**config.mk**
```make
export PLATFORM = sky130hd
export DESIGN_NAME = food_spawner
export DESIGN_NICKNAME = d
export VERILOG_FILES = /design/src/rtl/food_spawner.sv
export SDC_FILE = /design/constraint.sdc
export NUM_CORES = 1
export LEC_CHECK = 0
export BUFFER_PORTS_ARGS = -buffer_cell sky130_fd_sc_hd__buf_2
export CORE_MARGIN = 1
export CORE_UTILIZATION = 49
export DETAILED_ROUTE_END_ITERATION = 16
export PLACE_DENSITY = 0.72
export SLEW_MARGIN = 40
export SYNTH_ARGS = -nofsm -noshare
export SYNTH_HDL_FRONTEND = slang
export SYNTH_SLANG_ARGS = --single-unit
```
**constraint.sdc**
```tcl
create_clock -name clk -period 5.1 [get_ports clk]
set_clock_uncertainty 0.15 [all_clocks]
set_input_delay 0.51 -clock clk [delete_from_list [all_inputs] [get_ports clk]]
set_output_delay 0.51 -clock clk [all_outputs]
set_load 0.005 [all_outputs]
```
**src/rtl/food_spawner.sv**
```systemverilog
// Food-position generator: draws grid-aligned candidates from a free-running
// LFSR and commits one only when neither the snake nor another live food slot occupies it.
//
// state  | meaning
// IDLE   | waiting for gen with a legal slot
// PICK   | latch LFSR candidate, compare against other live slots
// QUERY  | ask the body checker about the candidate, wait for occ_ack
// COMMIT | write candidate into the target slot, pulse done
// FAIL   | redraw budget exhausted, pulse done+fail, slot untouched
module food_spawner #(
  parameter int          XW        = 10,
  parameter int          YW        = 10,
  parameter int          NUM_FOOD  = 2,
  parameter int          GRID_LOG2 = 3,
  parameter int          X_MIN     = 24,
  parameter int          X_MAX     = 632,
  parameter int          Y_MIN     = 56,
  parameter int          Y_MAX     = 440,
  parameter int          MAX_TRIES = 15,
  parameter logic [15:0] SEED      = 16'hACE1
) (
  input  logic                   clk,
  input  logic                   reset,
  input  logic                   gen,
  input  logic [1:0]             slot,
  input  logic [NUM_FOOD-1:0]    eat,
  output logic                   occ_req,
  output logic [XW-1:0]          occ_x,
  output logic [YW-1:0]          occ_y,
  input  logic                   occ_ack,
  input  logic                   occ_hit,
  output logic                   busy,
  output logic                   done,
  output logic                   fail,
  output logic [NUM_FOOD*XW-1:0] food_x,
  output logic [NUM_FOOD*YW-1:0] food_y,
  output logic [NUM_FOOD-1:0]    food_valid
);

  localparam int CELL = 1 << GRID_LOG2;
  localparam int COLS = (X_MAX - X_MIN) / CELL + 1;
  localparam int ROWS = (Y_MAX - Y_MIN) / CELL + 1;
  localparam int CB   = $clog2(COLS);
  localparam int RB   = $clog2(ROWS);
  localparam int TW   = $clog2(MAX_TRIES + 2);

  if (CB + RB > 16) begin : g_bad_grid
    $error("food_spawner: grid needs more than 16 LFSR bits");
  end
  if (COLS < 2 || ROWS < 2) begin : g_bad_bounds
    $error("food_spawner: playfield must be at least 2x2 cells");
  end
  if (NUM_FOOD < 1 || NUM_FOOD > 4) begin : g_bad_slots
    $error("food_spawner: NUM_FOOD must be 1..4");
  end
  if (SEED == 16'h0000) begin : g_bad_seed
    $error("food_spawner: SEED must be non-zero");
  end

  typedef enum logic [2:0] {
    S_IDLE,
    S_PICK,
    S_QUERY,
    S_COMMIT,
    S_FAIL
  } state_t;

  state_t          state, state_nxt;
  logic [15:0]     lfsr;
  logic [1:0]      tgt;
  logic [TW-1:0]   tries;
  logic            clash;
  logic [CB-1:0]   col_raw, col;
  logic [RB-1:0]   row_raw, row;
  logic [XW-1:0]   pick_x;
  logic [YW-1:0]   pick_y;
  logic            clash_c;
  logic            slot_ok;
  logic            ld_req, ld_cand, retry, commit;
  logic [XW-1:0]   fx [NUM_FOOD];
  logic [YW-1:0]   fy [NUM_FOOD];

  // A single conditional subtract folds the raw draw into range because
  // clog2 guarantees the raw value is below twice the cell count.
  assign col_raw = lfsr[CB-1:0];
  assign row_raw = lfsr[15 -: RB];
  assign col     = ({1'b0, col_raw} >= (CB+1)'(COLS)) ? col_raw - CB'(COLS) : col_raw;
  assign row     = ({1'b0, row_raw} >= (RB+1)'(ROWS)) ? row_raw - RB'(ROWS) : row_raw;
  assign pick_x  = XW'(X_MIN) + (XW'(col) << GRID_LOG2);
  assign pick_y  = YW'(Y_MIN) + (YW'(row) << GRID_LOG2);
  assign slot_ok = ({1'b0, slot} < 3'(NUM_FOOD));

  always_comb begin
    clash_c = 1'b0;
    for (int j = 0; j < NUM_FOOD; j++) begin
      if (tgt != 2'(j) && food_valid[j] && fx[j] == pick_x && fy[j] == pick_y)
        clash_c = 1'b1;
    end
  end

  always_ff @(posedge clk or negedge reset) begin
    if (!reset) begin
      state <= S_IDLE;
      lfsr  <= SEED;
    end else begin
      state <= state_nxt;
      lfsr  <= {1'b0, lfsr[15:1]} ^ (lfsr[0] ? 16'hB400 : 16'h0000);
    end
  end

  always_comb begin
    state_nxt = state;
    occ_req   = 1'b0;
    busy      = 1'b1;
    done      = 1'b0;
    fail      = 1'b0;
    ld_req    = 1'b0;
    ld_cand   = 1'b0;
    retry     = 1'b0;
    commit    = 1'b0;
    case (state)
      S_IDLE: begin
        busy = 1'b0;
        if (gen && slot_ok) begin
          ld_req    = 1'b1;
          state_nxt = S_PICK;
        end
      end
      S_PICK: begin
        ld_cand   = 1'b1;
        state_nxt = S_QUERY;
      end
      S_QUERY: begin
        occ_req = 1'b1;
        if (occ_ack) begin
          if (!(occ_hit || clash)) begin
            state_nxt = S_COMMIT;
          end else if (tries == TW'(MAX_TRIES)) begin
            state_nxt = S_FAIL;
          end else begin
            retry     = 1'b1;
            state_nxt = S_PICK;
          end
        end
      end
      S_COMMIT: begin
        done      = 1'b1;
        commit    = 1'b1;
        state_nxt = S_IDLE;
      end
      S_FAIL: begin
        done      = 1'b1;
        fail      = 1'b1;
        state_nxt = S_IDLE;
      end
      default: state_nxt = S_IDLE;
    endcase
  end

  always_ff @(posedge clk or negedge reset) begin
    if (!reset) begin
      tgt   <= 2'd0;
      tries <= '0;
      occ_x <= XW'(X_MIN);
      occ_y <= YW'(Y_MIN);
      clash <= 1'b0;
    end else begin
      if (ld_req) begin
        tgt   <= slot;
        tries <= '0;
      end
      if (retry)
        tries <= tries + TW'(1);
      if (ld_cand) begin
        occ_x <= pick_x;
        occ_y <= pick_y;
        clash <= clash_c;
      end
    end
  end

  // The commit write takes priority over a same-cycle eat of the target slot.
  always_ff @(posedge clk or negedge reset) begin
    if (!reset) begin
      for (int i = 0; i < NUM_FOOD; i++) begin
        fx[i] <= XW'(X_MIN);
        fy[i] <= YW'(Y_MIN);
      end
      food_valid <= '0;
    end else begin
      for (int i = 0; i < NUM_FOOD; i++) begin
        if (commit && tgt == 2'(i)) begin
          fx[i]         <= occ_x;
          fy[i]         <= occ_y;
          food_valid[i] <= 1'b1;
        end else if (eat[i]) begin
          food_valid[i] <= 1'b0;
        end
      end
    end
  end

  for (genvar i = 0; i < NUM_FOOD; i++) begin : g_pack
    assign food_x[i*XW +: XW] = fx[i];
    assign food_y[i*YW +: YW] = fy[i];
  end

endmodule

```
==> results.py <==
metrics = {
    "logic_synthesis": {
        "yosysSeqAreaShare": 0.4548,
        "postSynthCellCount": 371,
        "ys_types": 66,
        "ys.flop_type": "dfrtp_1",
        "ys_ff_latch": 71,
        "ys_async_sr_fraction": 1.000,
        "synth_edf_count": 0,
        "ys_warn_count": 0,
        "synth_area_um2": 3970,
        "avgSynthCellArea_um2": 10.70,
    },
    "floorplanning": {
        "placementRows": 32,
        "die_x_um": 92.01,
        "die_y_um": 92.01,
        "ios": 75,
        "core_um2": 7767,
        "start_util": 0.5111,
        "dieArea_um2": 8466,
    },
    "clock_network": {
        "cts_resized": 0,
        "cts_inserted_buffers": 9,
        "cts_buffer_depth": 2,
        "postCtsSetupBuffers": 0,
        "clkTransAtPathRegs_ns": 0.07,
        "cts_root_buffer": "clkbuf_8",
        "insertion_delay_ns": 0.35,
        "cts_max_level": 3,
        "cts.sinks": 71,
        "cts_hold_buf": 0,
        "cts_tree": "built",
    },
    "critical_path": {
        "cpMostUsedCell": "ha_1",
        "critPathMaxStageDelay_ns": 0.57,
        "crit_chain": "inv_1 > ha_1 > nor2b_1 > a21oi_1 > xnor2_1 > ha_1 > xor2_1 > o21ai_0 > a2111oi_0 > nand3_1 > or4_1 > o41a_1 > o21ai_2",
        "worst-path-max-fanout": 5,
        "cp.arrival_ns": 4.27,
        "required_ns": 5.23,
        "crit_type": "reg2reg",
        "crit_buf_inv": 1,
        "end_kind": "register",
        "cpMaxStageDelayCell": "dfstp_2",
        "startpoint_type": "register",
        "critPathTopFamily": "compound AO/OA/AOI/OAI gates",
    },
    "cells_and_area": {
        "multi_input_area_um2": 1976,
        "n_antenna_cell": 0,
        "mostFrequentLayoutCell": "buf_2",
        "drive_above_1_share": 0.3326,
        "nFillCells": 685,
        "final_cell_mix": "buf_2, dfrtp_1, mux2_2, o21ai_0, dfstp_2",
        "seqCellArea_um2": 1805,
        "instances_no_fill": 529,
        "fin_nets": 438,
        "syn2layout_area_growth_pct": 11.57,
    },
    "sta": {
        "max_freq_mhz": 241.5,
        "setup_tns_ns": 0,
        "finalCritPeriodShare": 0.8120,
        "tightest_slew_ns": 0.7917,
        "relSlewSlack": 0.4722,
        "rsz0062_at_grt": "false",
        "fin_crit_ns": 4.141,
        "report.final.slew_viol_count": 0,
        "finalHoldViolCount": 0,
        "setup_viol": 0,
    },
    "power": {
        "ir_worst_vdd_v": 0.0002227,
        "power_leakage_nw": 2.041,
        "p_total_w": 0.001455,
        "pwr_density_cell_nw_per_um2": 328.4,
    },
    "placed_design": {
        "portBuffers": 56,
        "dp.cells": 513,
        "place.gp.congestion": 0.8072,
        "hpwl_mm": 5.721,
    },
    "routing": {
        "dr.pass1.iters": 4,
        "post_drt_wl_per_cell_um": 15.81,
        "routed_wl_mm": 8.363,
        "viasPerCell": 5.491,
        "post-route-drc-count": 0,
        "ant_nets": 0,
        "vias": 2905,
        "detail_route.iter0.violations": 214,
    },
    "global_routing": {
        "grt_max_degree": 72,
        "grt_pass1_wl_mm": 13.86,
        "grt_antenna_before_repair": 0,
        "grt_usage": 0.2114,
        "grt_pass1_vias": 2782,
        "grt_overflow": 0,
    },
    "min_path": {
        "hold_path.class": "in2async",
    },
    "job": {
        "max-cap-violations": 0,
    },
    "status": {
        "status": "finished clean",
    },
}
==> layer usage <==
layer,global-route usage,wire (um),part of all wire,vias up
met5,0,0,0,-
met4,0.05469,76,0.0091,0
met3,0.05556,382,0.046,8
met2,0.3495,4170,0.50,89
met1,0.2755,3733,0.45,1421
li1,-,-,-,1387
==> metrics by stage <==
step           hold slack (ns)  worst slack (ns)  area [um^2]  utilization
5_1_grt                 0.1727            0.6278         4429       0.5702
4_1_cts                 0.1249            0.9744         4429       0.5702
3_3_place_gp            0.1863             1.279         4240       0.5459
2_1_floorplan          0.06441             1.438         4034            -
3_5_place_dp            0.1858             1.077         4253       0.5475
6_report                0.1129            0.9586         4429       0.5702
==> cells by family after synthesis <==
group	synth area share
compound gates	0.1239
xor+xnor	0.08509
fa+ha+maj	0.02206
buf+inv	0.06744
flops	0.4548
mux	0.09896
other cells	0.0009446
simple gates	0.1469
==> path summary, 6_finish.rpt <==
check                              startpoint                   endpoint  slack (ns)  cells after the start
setup / recovery           lfsr[10]$_DFF_PN1_          clash$_DFFE_PN0N_        0.96                     13
hold / removal                          reset         lfsr[14]$_DFF_PN0_        0.11                      2
setup reg to reg           lfsr[10]$_DFF_PN1_          clash$_DFFE_PN0N_        0.96                     13
hold reg to reg             lfsr[9]$_DFF_PN0_          lfsr[8]$_DFF_PN0_        0.20                      0
max in group asynchronous               reset  food_valid[0]$_DFFE_PN0P_        4.26                      2
min in group clk            lfsr[9]$_DFF_PN0_          lfsr[8]$_DFF_PN0_        0.20                      0
==> power by group <==
part	internal, W	switching (W)
logic	0.000151	0.000142
registers	0.000669	0.0000810
clock network	0.000202	0.000210
total	0.00102	0.000432
==> flip-flops by register name, indices dropped and copies added (netlist names) <==
signal	count
lfsr	16
state	3
food_valid	2
food_y	14
tgt	2
clash	1
occ_x	7
occ_y	7
food_x	14
tries	5
==> cell type report <==
class	instances	share of cell area
Clock buffer	13	0.03588
Clock inverter	3	0.003955
Inverter	12	0.01017
Multi-Input combinational cell	270	0.4460
Sequential cell	71	0.4076
Tap cell	102	0.02881
Timing Repair Buffer	58	0.06751
==> synth_stat cells (2+ instances only) <==
| library cell | instances | area (um^2) |
|---|---|---|
| nor3b_1 | 4 | 30.03 |
| nand3_1 | 9 | 45.04 |
| ha_1 | 7 | 87.58 |
| a2111oi_0 | 3 | 26.28 |
| nor2_1 | 11 | 41.29 |
| or4_1 | 4 | 30.03 |
| nand2_1 | 22 | 82.58 |
| inv_1 | 12 | 45.04 |
| a22oi_1 | 2 | 15.01 |
| nor4b_1 | 2 | 17.52 |
| xor2_1 | 18 | 157.7 |
| o21ai_0 | 27 | 135.1 |
| and2_1 | 5 | 31.28 |
| clkbuf_1 | 7 | 26.28 |
| a32oi_1 | 3 | 26.28 |
| nand3b_1 | 4 | 30.03 |
| buf_4 | 20 | 150.1 |
| o211ai_1 | 2 | 15.01 |
| nand2b_1 | 8 | 50.05 |
| mux2_2 | 34 | 382.9 |
| xnor2_1 | 18 | 157.7 |
| a21o_1 | 2 | 15.01 |
| o31ai_1 | 2 | 15.01 |
| or3_1 | 3 | 18.77 |
| o311ai_0 | 2 | 17.52 |
| a21oi_1 | 5 | 25.02 |
| buf_2 | 6 | 30.03 |
| o21ai_2 | 2 | 17.52 |
| and3_1 | 3 | 18.77 |
| dfstp_2 | 23 | 604.3 |
| nand4_1 | 5 | 31.28 |
| a2bb2oi_1 | 2 | 17.52 |
| or2_2 | 2 | 12.51 |
| nor4_1 | 2 | 12.51 |
| nor2b_1 | 6 | 37.54 |
| dfrtp_1 | 48 | 1201 |
| nor3_1 | 7 | 35.03 |
No activity file was read; power rests on OpenSTA's default activity.
